**src/rtl/rw_seq_pkg.sv**
```systemverilog
// rw_seq_pkg: shared state/error encodings and sizing helpers for rw_seq_checker
package rw_seq_pkg;
  typedef enum logic [1:0] {IDLE, WAIT_WR, WR, RD} state_e;
  localparam int ERR_W = 3;
  typedef enum logic [ERR_W-1:0] {
    ERR_NONE     = 3'd0,
    ERR_ORDER    = 3'd1,
    ERR_TIMEOUT  = 3'd2,
    ERR_WR_SHORT = 3'd3,
    ERR_RD_SHORT = 3'd4,
    ERR_OVERLAP  = 3'd5,
    ERR_RESTART  = 3'd6
  } err_e;
  function automatic int max3(input int a, input int b, input int c);
    int m;
    m = (a > b) ? a : b;
    return (m > c) ? m : c;
  endfunction
endpackage

```
**src/rtl/rw_seq_chan.sv**
```systemverilog
// rw_seq_chan: one channel of the start/write/read sequence checker
module rw_seq_chan
  import rw_seq_pkg::*;
#(
  parameter int WR_LEN  = 1,
  parameter int RD_LEN  = 2,
  parameter int WR_WAIT = 1,
  parameter int CNT_W   = 8
) (
  input  logic             clk,
  input  logic             rst,
  input  logic             start,
  input  logic             wr,
  input  logic             rd,
  input  logic             cnt_clr,
  output logic             busy,
  output logic             pass,
  output logic             fail,
  output logic [ERR_W-1:0] err_code,
  output logic             overlap,
  output logic [CNT_W-1:0] pass_cnt,
  output logic [CNT_W-1:0] fail_cnt
);
  localparam int CW = $clog2(max3(WR_LEN, RD_LEN, WR_WAIT) + 1);
  localparam logic [CW-1:0] WRL = CW'(WR_LEN);
  localparam logic [CW-1:0] RDL = CW'(RD_LEN);
  localparam logic [CW-1:0] WWL = CW'(WR_WAIT - 1);
  localparam logic [CNT_W-1:0] CMAX = '1;
  state_e state_q, state_d;
  err_e err_q, err_d, e;
  logic [CW-1:0] cnt_q, cnt_d, wcnt_q, wcnt_d;
  logic start_q, start_d, pass_q, pass_d, fail_q, fail_d, ovl_q, ovl_d, rise;
  logic [CNT_W-1:0] pcnt_q, pcnt_d, fcnt_q, fcnt_d;
  always_comb begin
    state_d = state_q;
    cnt_d   = cnt_q;
    wcnt_d  = wcnt_q;
    err_d   = err_q;
    pass_d  = 1'b0;
    fail_d  = 1'b0;
    e       = ERR_NONE;
    start_d = start;
    ovl_d   = rd & wr;
    rise    = start & ~start_q;
    case (state_q)
      WAIT_WR:
        if (rd) e = ERR_ORDER;
        else if (wr) begin
          state_d = (WR_LEN == 1) ? RD : WR;
          cnt_d   = (WR_LEN == 1) ? '0 : CW'(1);
        end
        else if (wcnt_q == WWL) e = ERR_TIMEOUT;
        else wcnt_d = wcnt_q + 1'b1;
      WR:
        if (!wr) e = ERR_WR_SHORT;
        else if (cnt_q + 1'b1 == WRL) begin
          state_d = RD;
          cnt_d   = '0;
        end
        else cnt_d = cnt_q + 1'b1;
      RD:
        if (!rd || wr) e = ERR_RD_SHORT;
        else if (cnt_q + 1'b1 == RDL) begin
          pass_d  = 1'b1;
          state_d = IDLE;
        end
        else cnt_d = cnt_q + 1'b1;
      default: ;
    endcase
    // overlap outranks every other error; restart only applies when nothing else happened
    if (ovl_d && state_q != IDLE) e = ERR_OVERLAP;
    if (rise && state_q != IDLE && !pass_d && e == ERR_NONE) e = ERR_RESTART;
    if (e != ERR_NONE) begin
      fail_d  = 1'b1;
      pass_d  = 1'b0;
      err_d   = e;
      state_d = IDLE;
    end
    if (rise) begin
      state_d = WAIT_WR;
      wcnt_d  = '0;
    end
    pcnt_d = cnt_clr ? '0 : (pass_d && pcnt_q != CMAX) ? pcnt_q + 1'b1 : pcnt_q;
    fcnt_d = cnt_clr ? '0 : (fail_d && fcnt_q != CMAX) ? fcnt_q + 1'b1 : fcnt_q;
  end
  always_ff @(posedge clk or posedge rst) begin
    if (rst) begin
      state_q <= IDLE;
      err_q   <= ERR_NONE;
      cnt_q   <= '0;
      wcnt_q  <= '0;
      start_q <= 1'b0;
      pass_q  <= 1'b0;
      fail_q  <= 1'b0;
      ovl_q   <= 1'b0;
      pcnt_q  <= '0;
      fcnt_q  <= '0;
    end else begin
      state_q <= state_d;
      err_q   <= err_d;
      cnt_q   <= cnt_d;
      wcnt_q  <= wcnt_d;
      start_q <= start_d;
      pass_q  <= pass_d;
      fail_q  <= fail_d;
      ovl_q   <= ovl_d;
      pcnt_q  <= pcnt_d;
      fcnt_q  <= fcnt_d;
    end
  end
  assign busy     = state_q != IDLE;
  assign pass     = pass_q;
  assign fail     = fail_q;
  assign err_code = err_q;
  assign overlap  = ovl_q;
  assign pass_cnt = pcnt_q;
  assign fail_cnt = fcnt_q;
endmodule

```
**config.mk**
```make
export PLATFORM = sky130hd
export DESIGN_NAME = rw_seq_chan
export DESIGN_NICKNAME = d
export VERILOG_FILES = /design/src/rtl/rw_seq_pkg.sv /design/src/rtl/rw_seq_chan.sv
export SDC_FILE = /design/constraint.sdc
export NUM_CORES = 1
export LEC_CHECK = 0
export CAP_MARGIN = 30
export CORE_ASPECT_RATIO = 2
export CORE_MARGIN = 10
export CORE_UTILIZATION = 37
export DETAILED_ROUTE_END_ITERATION = 8
export MAX_ROUTING_LAYER = met4
export PLACE_DENSITY = 0.71
export SYNTH_ARGS = -nofsm -noshare
export SYNTH_HDL_FRONTEND = slang
export SYNTH_SLANG_ARGS = --single-unit
```
**constraint.sdc**
```tcl
create_clock -name clk -period 2.8 [get_ports clk]
set_input_delay 0.56 -clock clk [delete_from_list [all_inputs] [get_ports clk]]
set_output_delay 0.56 -clock clk [all_outputs]
set_load 0.1 [all_outputs]
```
# ---- Yosys cells after proc, flatten, opt, wreduce, memory -nomap -nowiden
# Cells that the tools add are included.
dict set report totals {
  regBits 29
  in_bits 6
  output_inout_bits 23
}
dict set report classes {
  n_addsub 4
  eq_ne 21
  mux 38
  bitwise 3
  n_reduce_logical 21
}
# operator n
set op_table {}
lappend op_table {{$mux W2} 23}
lappend op_table {{$mux W8} 4}
lappend op_table {{$ne A4 B4 Y1 const B} 6}
lappend op_table {{$add A8 B1 Y8 const B} 2}
lappend op_table {{$ne A8 B8 Y1 const B} 2}
lappend op_table {{$ne A2 B2 Y1 const B} 6}
lappend op_table {{$pmux W2 S3} 2}
lappend op_table {{$mux W3} 3}
lappend op_table {{$pmux W3 S3} 1}
lappend op_table {{$reduce_bool A2 Y1} 4}
lappend op_table {{$reduce_and A7 Y1} 1}
lappend op_table {{$eq A2 B2 Y1 const B} 3}
lappend op_table {{$logic_and A1 B1 Y1} 6}
lappend op_table {{$reduce_and A6 Y1} 1}
lappend op_table {{$reduce_bool A3 Y1} 2}
lappend op_table {{$mux W1} 5}
lappend op_table {{$reduce_bool A5 Y1} 1}
lappend op_table {{$add A2 B1 Y2 const B} 2}
lappend op_table {{$eq A2 B1 Y1 const B} 2}
lappend op_table {{$ne A2 B1 Y1 const B} 2}
lappend op_table {{$reduce_and A4 Y1} 1}
lappend op_table {{$logic_not A3 Y1} 1}
lappend op_table {{$and A1 B1 Y1} 2}
lappend op_table {{$logic_not A1 Y1} 2}
lappend op_table {{3 further kinds} 3}

# ---- Longest topological paths before layout
dict set report logic_depth {
  depth_word 14
  depth_mapped 9
  ltp_nobuf 8
}

# ---- Worst setup path before layout
# Ideal clock, no wire load.
dict set report synth_path {
  path_kind {flip-flop to flip-flop}
  startpoint {register fcnt_q[0], in the netlist fail_cnt[0]}
  endpoint {register fcnt_q[3], in the netlist fail_cnt[3]}
  setup_ps 78
  t_arrival_ps 2176
  slack_ps 546
  stages_incl_launch_ff 7
  path_buffers 1
  period_less_slack_ps 2254
  path_cell_list {dfrtp_1 > ha_1 > and4_1 > a41o_1 > buf_6 > or3_1 > a21oi_1}
}
dict set report synth_between {
  elab_chain_len 3
}
# element line
set synth_rtl {}
lappend synth_rtl {{from (decl)} rw_seq_chan.sv:33} ;# logic [CNT_W-1:0] pcnt_q, pcnt_d, fcnt_q, fcnt_d;
lappend synth_rtl {{from (signal assigned)} rw_seq_chan.sv:108} ;# fcnt_q <= fcnt_d;
lappend synth_rtl {{$add A8 B1 Y8 or $ne A8 B8 Y1 (tied branches)} rw_seq_chan.sv:84} ;# fcnt_d = cnt_clr ? '0 : (fail_d && fcnt_q != CMAX) ? fcnt_q + 1'b1 : fcnt_q;
lappend synth_rtl {{$mux W8 or $logic_and A1 B1 Y1 (tied branches)} rw_seq_chan.sv:84}
lappend synth_rtl {{$mux W8 or $reduce_bool A2 Y1 (tied branches)} --}
# Several ways; a longest one is shown, not always the timed one. The select of a mux whose other input is x is not followed.
# A chain may end at the register's enable or synchronous reset.

# ---- Final worst setup path
dict set report layout_path {
  startpoint {input port rd}
  endpoint {register fcnt_q[5], in the netlist fail_cnt[5]}
}
dict set report layout_between {
  elab_chain_len 12
}
# element line
set layout_rtl {}
lappend layout_rtl {{from (decl)} rw_seq_chan.sv:14} ;# input logic rd,
lappend layout_rtl {{$logic_not A1 Y1} rw_seq_chan.sv:62} ;# if (!rd || wr) e = ERR_RD_SHORT;
lappend layout_rtl {{$logic_or A1 B1 Y1} rw_seq_chan.sv:62}
lappend layout_rtl {{$mux W3 or $mux W1 (tied branches)} rw_seq_chan.sv:62}
lappend layout_rtl {{$pmux W3 S3 or $mux W1 (tied branches)} rw_seq_chan.sv:45} ;# case (state_q)
lappend layout_rtl {{$mux W3 or $logic_not A1 Y1 (tied branches)} {rw_seq_chan.sv:71, rw_seq_chan.sv:72}}
lappend layout_rtl {{$logic_not A3 Y1 or $logic_and A1 B1 Y1 (tied branches)} rw_seq_chan.sv:72} ;# if (rise && state_q != IDLE && !pass_d && e == ERR_NONE) e = ERR_RESTART;
lappend layout_rtl {{$logic_and A1 B1 Y1} rw_seq_chan.sv:72}
lappend layout_rtl {{$mux W3 (*)} rw_seq_chan.sv:72}
lappend layout_rtl {{$reduce_bool A3 Y1 (*)} rw_seq_chan.sv:73} ;# if (e != ERR_NONE) begin
lappend layout_rtl {{$mux W1 (*)} rw_seq_chan.sv:73}
lappend layout_rtl {{$logic_and A1 B1 Y1 (*)} rw_seq_chan.sv:84}
lappend layout_rtl {{$reduce_bool A2 Y1 (no source line) (*)} --}
# Every way passes the cells marked *; elsewhere a longest branch is shown, timed or not.

==> results <==
- For this design, the sink count on the clock tree is 29.
- By area, the combinational part of the netlist is dominated by simple AND/OR/NAND/NOR gates.
- Grouping stages by cell kind, the critical path spends the most delay in compound AO/OA/AOI/OAI gates.
- In this design, the stage delay of the slowest critical-path cell is 0.51 ns.
- The iteration count of the initial detailed-routing pass is 4.
- Summed over all layers, the global routing overflow is 0.
- The clock transition time at the flip-flop clock pins of the worst setup and hold paths is roughly 0.060 ns.
- The startpoint-to-endpoint class of the critical path is input port to flop.
- Leaving out filler cells and counting taps, the final layout contains 263.
- For this design the ratio of total power to cell area is 866 nW/um^2.
- The final hold slack is around 0.54 ns.
- The netlist uses 44 different library cells.
- The initial utilization of the core area, before any placement, comes to 0.384.
- Across every metal layer, demand over resource in global routing totals 0.113.
- For the worst setup path, the data required time is 2.97 ns.
- The floorplan step set the die width to 67.4 um.
- The startpoint type of the worst setup path is an input port.
- The number of placed I/O pins is 29.
- Input and output buffers added on the ports amount to 28.
- The area added between synthesis and finish is 23.0%.
- The run finished with clean final reports.
- The via count of the first global-routing pass came to approximately 1.4k.
- The setup check on the worst reg-to-reg path leaves a slack of approximately 0.50 ns.
- Counting I/O delays and the setup requirement, the final critical path takes 2.43 ns.
- The number of placement rows is 34.
- The tree is rooted in a clkbuf_8.
- The post-cts repair resize count is 0.
- The fraction of registers with async set/reset is 1.00.
- Setup violations remaining at the end of the flow were counted as 0.
- The pin count of the biggest net entering global routing is 30.
- STA puts the critical path data arrival time at 2.60 ns.
- Summed over all cells, the static leakage comes to approximately 0.94 nW.
- Clock latency on the worst-skew pair, taken at its later pin, is 0.28 ns.
- The H-tree depth is 2.
- The worst setup path is captured at a flop.
- The initial detailed-routing violation count is roughly 40.
- The floorplan step defined a core boundary enclosing between 4000 and 5000 um^2.
- The CTS tree is built.
- In this run the vertical extent of the chip is 115 um.
- The tool flagged a number of max-cap violations equal to 0.
- The cell area after synthesis is 1660 um^2.
- The floorplan step defined a die boundary enclosing between 7000 and 8000 um^2.
- Of the available clock period, the critical path in the final layout requires 0.868.
- The critical-path cell with the highest stage delay is clkdlybuf4s50_1.
- For the pin with the worst max-slew slack, the measured transition is 0.665 ns.
- Wires add up to roughly 4 mm.
- After routing, the total negative slack on setup checks comes to 0 ns.
- The final-report hold violation count came to 0.
- After detailed placement, the design holds a cell count of 255.
- The sequential cell area fraction in the yosys report is 0.436.
- The post-synthesis xor/xnor area fraction is 0.0105.
- During synthesis, Yosys emitted a total of 0 warnings.
- Across the routed clock network, the largest skew measured is 0.00343 ns.
- The critical path goes through clkdlybuf4s50_1, and4b_4, or3_1, a41o_1, o31a_2, o21ba_1.
- Yosys mapped a number of flops with a built-in enable equal to 0.
- For this design the total switching power over the nets is 866 uW.
- Of all nets on the critical path, the largest fanout is 12.
- The path category of the worst min-delay check is flop to flop.
- Static timing analysis puts the maximum clock frequency at 411 MHz.
- Of the total synthesized cell area, the portion taken by full adders, half adders and majority gates is 0.0827.
- The combinational fraction of design power is 0.514.
- After the last flow step, the layout net total stands at approximately 230.
- The net count of the mapped netlist is 189.
- The cts-stage hold buffer count is 0.
- The maximum buffer depth of the clock tree is 2.
- Once detail routing completed, the nets flagged for antenna violations numbered 0.
- The ratio of cells with drive above 1 in the final layout is 0.225.
- For this run, the leading register cell type out of synthesis is dfrtp_1.
- The number of setup buffers added after CTS is 0.
- For this block, the via count after detailed routing is 1417.
- The number of instances in the synthesized netlist is between 150 and 200.
- The via count normalized by instance count is 5.39.
- The first global-routing pass estimated 6.67 mm of wire.
- The final max-slew violation count came to 0.
- In the routed design, unresolved DRC markers number 0.
- The mean instance size in the synthesized netlist is 9.67 um^2.
- In the final routed layout, each cell accounts on average for 14.8 um.
- Of the total power, the clock network draws 0.182.
- The post-layout total power is 1.77 mW.
- The remaining max-slew budget at the tightest pin is 0.551.
- The count of inserted antenna diode cells is 0.
- Of the total synthesized cell area, the portion taken by AND, OR, NAND and NOR gates is 0.225.
- The number of flip-flops and latches in the synthesized netlist is 29.
- Clock tree synthesis inserted a total of 5 buffers.
- The post-route core utilization is 0.472.
- The post-synthesis compound-gate area fraction is 0.170.
- The number of antenna violations at the first check in global routing was 0.
- Of the total power, the share spent switching nets is 0.489.
- The design internal power is 907 uW.
- VDD sags by at most 0.692 mV.
- The multiplexer share of the synthesized area is 0.0188.
- Setup repair after global routing left no endpoint under its margin.
- The post-detailed-placement half-perimeter wirelength is between 3 and 4 mm.
- The placer congestion estimate is a little over 0.8.
- The share of total power dissipated in sequential elements is 0.304.
- Counting both buffers and inverters, the worst setup path holds a total of 1.
## final timing paths
check,from,endpoint,depth (start not counted)
setup / recovery,rd,fail_cnt[5],6
hold / removal,wcnt_q[0],wcnt_q[0],2
setup reg to reg,state_q[0],fail_cnt[5],6
hold reg to reg,wcnt_q[0],wcnt_q[0],2
max in group asynchronous,rst,fail_cnt[1],3
min in group asynchronous,rst,pass,3
## tightest hold or removal path, delay by kind of cell, from the launching register on
family        cells  cell delay, ns
simple gates      1            0.07
xor+xnor          1            0.07
flops             1            0.35
## sequential cells by signal (all words and copies together) (netlist names)
register,flops
overlap,1
fail,1
cnt_q,2
state_q,2
start_q,1
fail_cnt,8
wcnt_q,2
pass_cnt,8
pass,1
err_code,3
## power groups by stage
| stage | Sequential [mW] | Clock, mW | Combinational [mW] |
|---|---|---|---|
| 3_5_place_dp | 0.546 | 0 | 0.916 |
| 6_report | 0.539 | 0.322 | 0.912 |
| 5_1_grt | 0.547 | 0.356 | 0.986 |
| 3_3_place_gp | 0.544 | 0 | 0.908 |
| 2_1_floorplan | 0.844 | 0 | 0.430 |
| 4_1_cts | 0.539 | 0.337 | 0.918 |
## metal layers
layer / part of all wire / track usage
met5: 0 / -
met4: 0.026 / 0.0634
met3: 0.024 / 0.0234
met2: 0.58 / 0.207
met1: 0.37 / 0.102
## logic make-up (layout without fill, tap and decap cells)
logic type	after synthesis	in the layout
muxes	3	3
adders and majority gates	11	11
xor gates and xnor gates	2	2
DFF	29	29
and+or+nand+nor	62	62
AOI/OAI and AO/OA	44	44
buffers and inverters	21	58
## Yosys cell counts, types with 4 or more instances
master	n	area share
a21oi_1	13	0.039
nor4_1	4	0.015
nand2_1	9	0.020
o21ai_0	10	0.030
ha_1	11	0.083
inv_1	16	0.036
nor2_1	8	0.018
o31ai_1	4	0.018
dfrtp_1	29	0.44
nor2b_1	5	0.019
or3_1	6	0.023
nand3_1	9	0.027
## cell type report
| cell class | instances | area (um^2) |
|---|---|---|
| multi-input combinational | 122 | 843 |
| inverter | 16 | 60.1 |
| fill | 439 | 2290 |
| tap | 54 | 67.6 |
| timing repair buffer | 34 | 268 |
| sequential | 29 | 726 |
| clock inverter | 2 | 10.0 |
| clock buffer | 6 | 72.6 |
## through the flow
step,cell area [um^2],worst slack [ns]
final,2050,0.369
after global routing,2050,0.254
after CTS,2050,0.389
after detailed placement,1960,0.0865
after global placement,1960,0.115
after floorplan,1660,0.546
## placed cells by master, fill, tap and decap left out, types with 2 or more instances in the layout
cell type / instances
nand2_1: 9
nor2b_1: 5
o21ai_0: 10
ha_1: 11
a21oi_1: 13
nand3_1: 9
o31ai_1: 4
dfrtp_1: 29
nand2b_2: 2
a31oi_1: 3
and4_1: 3
o41ai_1: 2
clkbuf_8: 5
mux2i_1: 2
nor4_1: 4
a211oi_1: 3
or4_1: 3
or3_1: 6
nand4_1: 2
clkinv_2: 2
nor2_1: 8
inv_1: 16
a21o_2: 2
buf_4: 29
clkdlybuf4s50_1: 5
o211ai_1: 2
nor3_1: 2
Power figures use the tool's default switching activity.
